`config.mk`:
```
export PLATFORM = sky130hd
export DESIGN_NAME = vga_hex_counter_block
export DESIGN_NICKNAME = d
export VERILOG_FILES = /design/src/rtl/vga_hex_counter_block_pkg.sv /design/src/rtl/vga_frame_pacer.sv /design/src/rtl/vga_hex_counter_block.sv
export SDC_FILE = /design/constraint.sdc
export NUM_CORES = 1
export LEC_CHECK = 0
export BUFFER_PORTS_ARGS = -buffer_cell sky130_fd_sc_hd__buf_2
export CAP_MARGIN = 20
export CORE_MARGIN = 2
export CORE_UTILIZATION = 50
export DETAILED_ROUTE_END_ITERATION = 16
export PLACE_DENSITY_LB_ADDON = 0.2
export SETUP_SLACK_MARGIN = 0.4
export SLEW_MARGIN = 5
export SYNTH_ARGS = -nofsm -noshare
export SYNTH_HDL_FRONTEND = slang
export SYNTH_HIERARCHICAL = 1
export SYNTH_SLANG_ARGS = --single-unit
```
`constraint.sdc`:
```
create_clock -name px_clk -period 3 [get_ports px_clk]
set_clock_uncertainty 0.15 [all_clocks]
set_input_delay 0.3 -clock px_clk [delete_from_list [all_inputs] [get_ports px_clk]]
set_output_delay 0.3 -clock px_clk [all_outputs]
set_load 0.02 [all_outputs]
```
`src/rtl/vga_hex_counter_block_pkg.sv`:
```
// Shared constants and helpers for the on-screen hex counter layer.
// Holds the colour codes, the default end-of-frame coordinates and the
// nibble-to-ASCII conversion used when rendering digits.
package vga_hex_counter_block_pkg;

    // 3-bit rgb colour codes ({r,g,b})
    localparam logic [2:0] COLOR_GREEN = 3'b010;

    // Last active pixel column/row of a 640x480 frame
    localparam int H_LAST_DEF = 639;
    localparam int V_LAST_DEF = 479;

    // Hex nibble to ASCII glyph code: '0'..'9' then 'A'..'F'
    function automatic logic [7:0] nibble2digit(input logic [3:0] n);
        if (n < 4'd10) begin
            return 8'h30 + {4'h0, n};
        end
        return 8'h37 + {4'h0, n};
    endfunction

endpackage

```
`src/rtl/vga_frame_pacer.sv`:
```
// Frame pacing for the hex counter: registered end-of-frame detection,
// the frames-per-step prescaler and, when VGA_HEX_BLINK_EN is defined,
// a free-running 5-bit frame count whose MSB drives the pause blink.
module vga_frame_pacer
    import vga_hex_counter_block_pkg::*;
#(
    parameter int H_LAST          = H_LAST_DEF,
    parameter int V_LAST          = V_LAST_DEF,
    parameter int FRAMES_PER_STEP = 8
) (
    input  logic       i_clk,
    input  logic       i_rst_n,
    input  logic [9:0] i_x,
    input  logic [9:0] i_y,
    input  logic       i_en,
    input  logic       i_load,
    output logic       o_frame_tick,
    output logic       o_step
`ifdef VGA_HEX_BLINK_EN
    ,
    output logic       o_blink
`endif
);

    localparam logic [7:0] PRESC_LAST = 8'(FRAMES_PER_STEP - 1);

    logic       r_frame_tick;
    logic [7:0] r_presc;

    // One-cycle pulse the clock after the last active pixel of the frame
    always_ff @(posedge i_clk or negedge i_rst_n) begin
        if (!i_rst_n) begin
            r_frame_tick <= 1'b0;
        end else begin
            r_frame_tick <= (i_x == 10'(H_LAST)) && (i_y == 10'(V_LAST));
        end
    end

    // Prescaler: counts enabled frames, wraps at FRAMES_PER_STEP-1; a load restarts it
    always_ff @(posedge i_clk or negedge i_rst_n) begin
        if (!i_rst_n) begin
            r_presc <= 8'd0;
        end else if (i_load) begin
            r_presc <= 8'd0;
        end else if (r_frame_tick && i_en) begin
            if (r_presc == PRESC_LAST) begin
                r_presc <= 8'd0;
            end else begin
                r_presc <= r_presc + 8'd1;
            end
        end
    end

    assign o_frame_tick = r_frame_tick;
    assign o_step       = r_frame_tick && i_en && (r_presc == PRESC_LAST);

`ifdef VGA_HEX_BLINK_EN
    logic [4:0] r_blink_cnt;

    // Free-running frame count; bit 4 gives a 32-frame blink period
    always_ff @(posedge i_clk or negedge i_rst_n) begin
        if (!i_rst_n) begin
            r_blink_cnt <= 5'd0;
        end else if (r_frame_tick) begin
            r_blink_cnt <= r_blink_cnt + 5'd1;
        end
    end

    assign o_blink = r_blink_cnt[4];
`endif

endmodule

```
`src/rtl/vga_hex_counter_block.sv`:
```
// On-screen hex counter layer for the VGA text pipeline.
// Owns a WIDTH-bit frame-paced counter and renders it as WIDTH/4 hex glyphs
// at grid (LINE, COL) with zoom PZOOM and colour PCOLOR. Outputs are one
// clock behind x/y and all-zero off the digit field so they can be OR'd.
// Optional build macro: VGA_HEX_BLINK_EN (blink the colour while paused).
module vga_hex_counter_block
    import vga_hex_counter_block_pkg::*;
#(
    parameter int         WIDTH           = 8,
    parameter int         LINE            = 8,
    parameter int         COL             = 9,
    parameter int         PZOOM           = 2,
    parameter logic [2:0] PCOLOR          = COLOR_GREEN,
    parameter int         FRAMES_PER_STEP = 8,
    parameter bit         DOWN            = 1'b0,
    parameter int         H_LAST          = H_LAST_DEF,
    parameter int         V_LAST          = V_LAST_DEF
) (
    input  logic             px_clk,
    input  logic             rst_n,
    input  logic [9:0]       x,
    input  logic [9:0]       y,
    input  logic             en,
    input  logic             load,
    input  logic [WIDTH-1:0] load_val,
    output logic [7:0]       char_code,
    output logic [2:0]       color,
    output logic [1:0]       zoom,
    output logic             hit,
    output logic [WIDTH-1:0] value,
    output logic             wrap
);

    localparam int DIGITS = WIDTH / 4;

    logic             w_frame_tick;
    logic             w_step;
    logic [WIDTH-1:0] w_value_next;
    logic             w_wrap_next;
    logic [9:0]       w_cx;
    logic [9:0]       w_cy;
    logic [9:0]       w_idx;
    logic             w_hit;
    logic [3:0]       w_nibble;
    logic [2:0]       w_color;

    logic [WIDTH-1:0] r_value;
    logic [WIDTH-1:0] r_disp;
    logic             r_wrap;
    logic [7:0]       r_char;
    logic [2:0]       r_color;
    logic [1:0]       r_zoom;
    logic             r_hit;

`ifdef VGA_HEX_BLINK_EN
    logic             w_blink;
`endif

    vga_frame_pacer #(
        .H_LAST          (H_LAST),
        .V_LAST          (V_LAST),
        .FRAMES_PER_STEP (FRAMES_PER_STEP)
    ) u_pacer (
        .i_clk        (px_clk),
        .i_rst_n      (rst_n),
        .i_x          (x),
        .i_y          (y),
        .i_en         (en),
        .i_load       (load),
        .o_frame_tick (w_frame_tick),
        .o_step       (w_step)
`ifdef VGA_HEX_BLINK_EN
        ,
        .o_blink      (w_blink)
`endif
    );

    // Next counter value: load beats a step and never reports a wrap
    always_comb begin
        w_value_next = r_value;
        w_wrap_next  = 1'b0;
        if (load) begin
            w_value_next = load_val;
        end else if (w_step) begin
            if (DOWN) begin
                w_value_next = r_value - {{(WIDTH-1){1'b0}}, 1'b1};
                w_wrap_next  = (r_value == '0);
            end else begin
                w_value_next = r_value + {{(WIDTH-1){1'b0}}, 1'b1};
                w_wrap_next  = (r_value == '1);
            end
        end
    end

    // Live counter, wrap pulse, and the render copy refreshed only at frame end
    always_ff @(posedge px_clk or negedge rst_n) begin
        if (!rst_n) begin
            r_value <= '0;
            r_wrap  <= 1'b0;
            r_disp  <= '0;
        end else begin
            r_value <= w_value_next;
            r_wrap  <= w_wrap_next;
            if (w_frame_tick) begin
                r_disp <= w_value_next;
            end
        end
    end

    // Map the pixel to a glyph cell and pick the digit nibble under it
    always_comb begin
        w_cx     = x >> (3 + PZOOM);
        w_cy     = y >> (3 + PZOOM);
        w_idx    = w_cx - 10'(COL);
        w_hit    = (w_cy == 10'(LINE)) &&
                   ({1'b0, w_cx} >= 11'(COL)) &&
                   ({1'b0, w_cx} <  11'(COL + DIGITS));
        w_nibble = 4'h0;
        for (int k = 0; k < DIGITS; k++) begin
            if (w_idx == 10'(k)) begin
                w_nibble = r_disp[(DIGITS-1-k)*4 +: 4];
            end
        end
    end

    // Digit colour, optionally blanked on alternate 16-frame halves while paused
    always_comb begin
`ifdef VGA_HEX_BLINK_EN
        w_color = (!en && w_blink) ? 3'b000 : PCOLOR;
`else
        w_color = PCOLOR;
`endif
    end

    // Registered render outputs, zero off the digit field
    always_ff @(posedge px_clk or negedge rst_n) begin
        if (!rst_n) begin
            r_char  <= 8'h00;
            r_color <= 3'b000;
            r_zoom  <= 2'b00;
            r_hit   <= 1'b0;
        end else if (w_hit) begin
            r_char  <= nibble2digit(w_nibble);
            r_color <= w_color;
            r_zoom  <= 2'(PZOOM);
            r_hit   <= 1'b1;
        end else begin
            r_char  <= 8'h00;
            r_color <= 3'b000;
            r_zoom  <= 2'b00;
            r_hit   <= 1'b0;
        end
    end

    assign char_code = r_char;
    assign color     = r_color;
    assign zoom      = r_zoom;
    assign hit       = r_hit;
    assign value     = r_value;
    assign wrap      = r_wrap;

endmodule

```
* Yosys cells after proc, flatten, opt, wreduce, memory -nomap -nowiden *
Cells that the tools add are included.
Widths: inputs -> output; s select.

word-level totals
  flip-flop bits (word level) = 40
  input bits = 32
  logic and storage cells = 47

operators by class
  $add $sub $neg = 5
  reductions and logical operators = 7
  magnitude comparators = 3
  eq/ne operators = 6
  mux-type cells = 17

operator list
  operator              number
  $mux 8                8
  $add 8x1->8 const B   2
  $add 6x4->7 const A   2
  $eq 10x1->1 const B   1
  $eq 10x10->1 const B  1
  $eq 10x9->1 const B   1
  $logic_not 10->1      1
  $eq 8x3->1 const B    1
  $eq 8x8->1 const B    1
  $mux 4                2
  $sub 5x4->6 const B   1
  $eq 5x4->1 const B    1
  $ge 5x4->1 const B    1
  $logic_and 1x1->1     5
  $lt 5x4->1 const B    1
  $mux 1                5
  $lt 4x4->1 const B    1
  $mux 2                2
  $reduce_bool 2->1     1

* Longest topological paths before layout *
  depth in word-level cells = 9
  depth in mapped cells = 10

* Cells and area by module *
The synthesis kept the hierarchy.

by module, submodules not included
  module                 instances  area each (µm²)  cells each
  vga_hex_counter_block  1          1,248.7          108
  vga_frame_pacer        1          503.0            51

* Least setup slack after synthesis *
OpenSTA, ideal clock, no wires.

  path kind = reg-to-reg
  from = reg u_pacer.r_presc[3]
  to = reg r_disp[5]
  stages on the path, launching flop included = 10
  clock period less this slack = 2.517 ns
  arrival = 2.243 ns
  path slack = 0.483 ns
  library setup time = 0.125 ns
  cell sequence = dfrtp_1 -> or4_4 -> nor3_1 -> and3_1 -> buf_4 -> nand4_4 -> nor2_1 -> xor2_1 -> mux2_2 -> mux2_2

between the ends
  longest elaborated chain between the ends = 4

RTL lines
  element                    line                          RTL
  start, declared            vga_frame_pacer.sv:28         logic [7:0] r_presc;
  start signal, assigned     vga_frame_pacer.sv:49         r_presc <= r_presc + 8'd1;
  $eq 8x3->1                 vga_frame_pacer.sv:55         assign o_step = r_frame_tick && i_en && (r_presc == PRESC_LAST);
  $logic_and 1x1->1          vga_frame_pacer.sv:55
  named net w_step           vga_hex_counter_block.sv:37   logic w_step;
  $mux 8                     vga_hex_counter_block.sv:84   end else if (w_step) begin
  $mux 8                     vga_hex_counter_block.sv:82   if (load) begin
  named net w_value_next[5]  vga_hex_counter_block.sv:38   logic [WIDTH-1:0] w_value_next;
  end signal, assigned       vga_hex_counter_block.sv:105  r_disp <= w_value_next;
  end, declared              vga_hex_counter_block.sv:48   logic [WIDTH-1:0] r_disp;

The timed path passes the listed nets, and every way through them passes these cells.
A chain may end at the register's enable or synchronous reset.

* Final worst setup path *
Ends and elaborated chain as after synthesis.

==> run_results.csv <==
group,metric,value,unit
pwr,total_power,0.911,mW
grt,track_usage,19.7,%
run_status,status,"finished clean",
critical_path,critPathLaunchType,"flop",
sta,fin_crit_sh,83.1,%
clock_tree,clock_latency,0.34,ns
final_layout,diodes,0,
grt,antenna_found_initial,0,
synthesis,synth_area_per_cell,11.0,µm²
synthesis,ys_seq_area_share,48.6,%
drt,drt_iter0_drc,46,
sta,finalMaxSlewViolations,0,
critical_path,timing.rr.start,"u_pacer/r_presc[3]",
die,rows,21,
clock_tree,numCtsBuffers,5,
die,start_util,52.1,%
drt,first_pass_iters,4,
grt,grt_pass1_wl,6110,µm
die,core_area,0.00336,mm²
synthesis,syn_inst,159,
sta,max_freq,401,MHz
synthesis,synth-simple-area-share,20.1,%
sta,hold_violations,0,
final_layout,final_common_cell,"buf_2",
critical_path,cp-startpoint,"u_pacer/r_presc[3]",
critical_path,r2r_end,"r_disp[5]",
synthesis,synth_mux_area_share,9.14,%
critical_path,cp_max_fo,6,
synthesis,synth-seq-cells,34,
final_layout,final_area,0.00213,mm²
pwr,power.density,427,mW/mm²
synthesis,yosysTopAreaCell,"dfrtp_1",
die,ios,55,
synthesis,synth_edf_count,0,
placed_design,dp_hpwl,2750,µm
synthesis,synth_top_area_share,48.6,%
clock_tree,clockRootBuffer,"clkbuf_4",
pwr,p_leak,1.04,nW
min_path,min_from,"load_val[4]",
synthesis,syn_area,0.00175,mm²
critical_path,crit_required,3.09,ns
clock_tree,cts_sinks,34,
clock_tree,htree_num_levels,2,
synthesis,synth_top_family_by_area,"simple AND/OR/NAND/NOR gates",
synthesis,synth_compound_gate_area_share,9.00,%
synthesis,async_flop_share,100,%
placed_design,portBuffers,50,
synthesis,synthFlopType,"dfrtp_1",
critical_path,r2r_slack,0.51,ns
placed_design,placed_cell_area,0.00201,mm²
pwr,peakVddDrop,0.301,mV
grt,overflow,0,
final_layout,final_nets,249,
synthesis,yosys_warnings,6,
sta,worstMarginPinSlew,0.725,ns
die,die_area,0.00399,mm²
drt,viasPerCell,5.32,
die,die_h,63.2,µm
final_layout,synthToLayoutAreaGrowth,21.7,%
drt,ant_nets,0,
drt,num_vias,1388,
critical_path,cp-end-kind,"flop",
die,dieWidth,63.2,µm
job,maxCapViolations,0,
synthesis,ys_types,46,
synthesis,synth_fa_ha_area_share,2.14,%
sta,fin_tns_setup,0,ns
critical_path,rr_worst_depth,8,
final_layout,layout_common_cells,"buf_2, dfrtp_1, nand2_1, mux2_2, nor2_1",
sta,rsz0062_at_grt,"no",
grt,grt_max_degree,35,
final_layout,drive_gt1_share,38.1,%
sta,min_period,2.49,ns
sta,setup_violations,0,
critical_path,critPathCapture,"r_disp[5]",
clock_tree,clk_pin_slew_worst_paths,0.11,ns
clock_tree,tritoncts,"yes",
clock_tree,clk_path_buf_depth,2,
grt,grt_pass1_vias,1372,
min_path,hold_path.class,"input pin to flop",
sta,slew_headroom,51.7,%
synthesis,yosys-top-cells-area,"dfrtp_1, mux2_2, xnor2_1",
placed_design,gp_congestion,0.800,
drt,drc_errors,0,
critical_path,crit_arrival,2.58,ns
drt,drt_wl_total,3660,µm
synthesis,synth_xor_area_share,6.50,%
drt,wl_per_cell,14.0,µm
critical_path,worstSetupPathType,"flop to flop",
worst min-delay path by stage:
stage	endpoint	slack, ns	cells after the start
after detailed placement	wrap	0.25	1
after global routing	u_pacer/o_frame_tick	0.04	3
after global placement	wrap	0.24	1
after CTS	value[4]	0.04	2
after floorplan	char_code[0]	-0.15	0
final	value[4]	0.05	2
critical path, stage by stage, from the launching register on:
cell	delay [ns]
dfrtp_2	0.44
or4_4	0.56
nor3_4	0.14
and3_4	0.25
nand4_4	0.12
nor2_1	0.13
xor2_1	0.07
mux2_2	0.27
mux2_2	0.27
through the flow:
stage / std cells / setup slack [ns] / utilization (%) / hold WS (ns)
after floorplan: 162 / 0.483 / - / -0.146
after global placement: 249 / 0.334 / 59.7 / 0.239
after detailed placement: 249 / 0.263 / 59.7 / 0.253
after CTS: 258 / 0.449 / 62.5 / 0.0381
after global routing: 261 / 0.405 / 63.4 / 0.0424
final: 261 / 0.507 / 63.4 / 0.0529
kinds of logic (layout without fill, tap and decap cells):
| kind of cell | count (synthesis) | count (layout) |
|---|---|---|
| other | 1 | 4 |
| DFF | 34 | 34 |
| and+or+nand+nor | 59 | 59 |
| muxes | 14 | 14 |
| xor gates and xnor gates | 13 | 13 |
| AOI/OAI and AO/OA | 23 | 23 |
| adders and majority gates | 3 | 3 |
| buffers and inverters | 12 | 65 |
state kept, by name (all words and copies together) (netlist names):
name and count:
r_disp 8, u_pacer/r_presc 8, value 8, char_code 7, u_pacer/o_frame_tick 1, wrap 1
zoom 1
timing repair:
item,in CTS,in global routing
pin swaps,0,2
endpoints found under the hold margin,34,0
resized for setup,3,2
endpoints found under the setup margin,4,4
hold buffers,1,0
buffers inserted,0,3
metal layers:
metal / part of all wire [%] / global-route usage (%) / vias up
li1: - / - / 678
met1: 44 / 22.9 / 666
met2: 49 / 33.8 / 38
met3: 4.9 / 6.25 / 6
met4: 1.3 / 7.61 / 0
met5: 0 / 0 / -
power by group:
group / total [mW] / internal, mW / switching [mW]
clock network: 0.329 / 0.177 / 0.152
logic: 0.0984 / 0.0404 / 0.0580
registers: 0.484 / 0.468 / 0.0158
total: 0.911 / 0.685 / 0.226
cell type report:
class                           instances  area (µm²)
Sequential cell                        34         852
Multi-Input combinational cell        116         853
Tap cell                               46        57.6
Clock inverter                          1        30.0
Timing Repair Buffer                   54         283
Inverter                                3        11.3
Fill cell                             298        1230
Clock buffer                            7        45.0
cell usage after synthesis (2+ instances only):
cell,instances
dfrtp_1,34
mux2_2,12
nand2_1,12
nor2_1,10
buf_4,8
xnor2_1,8
nand3_1,6
nor3_1,5
o21ai_0,5
xor2_1,5
a21oi_1,4
nand4b_1,4
a22o_1,3
ha_1,3
inv_1,3
nand4_1,3
and3_1,2
nand3b_1,2
nor2b_1,2
nor3b_1,2
(Power assumes the default switching activity.)
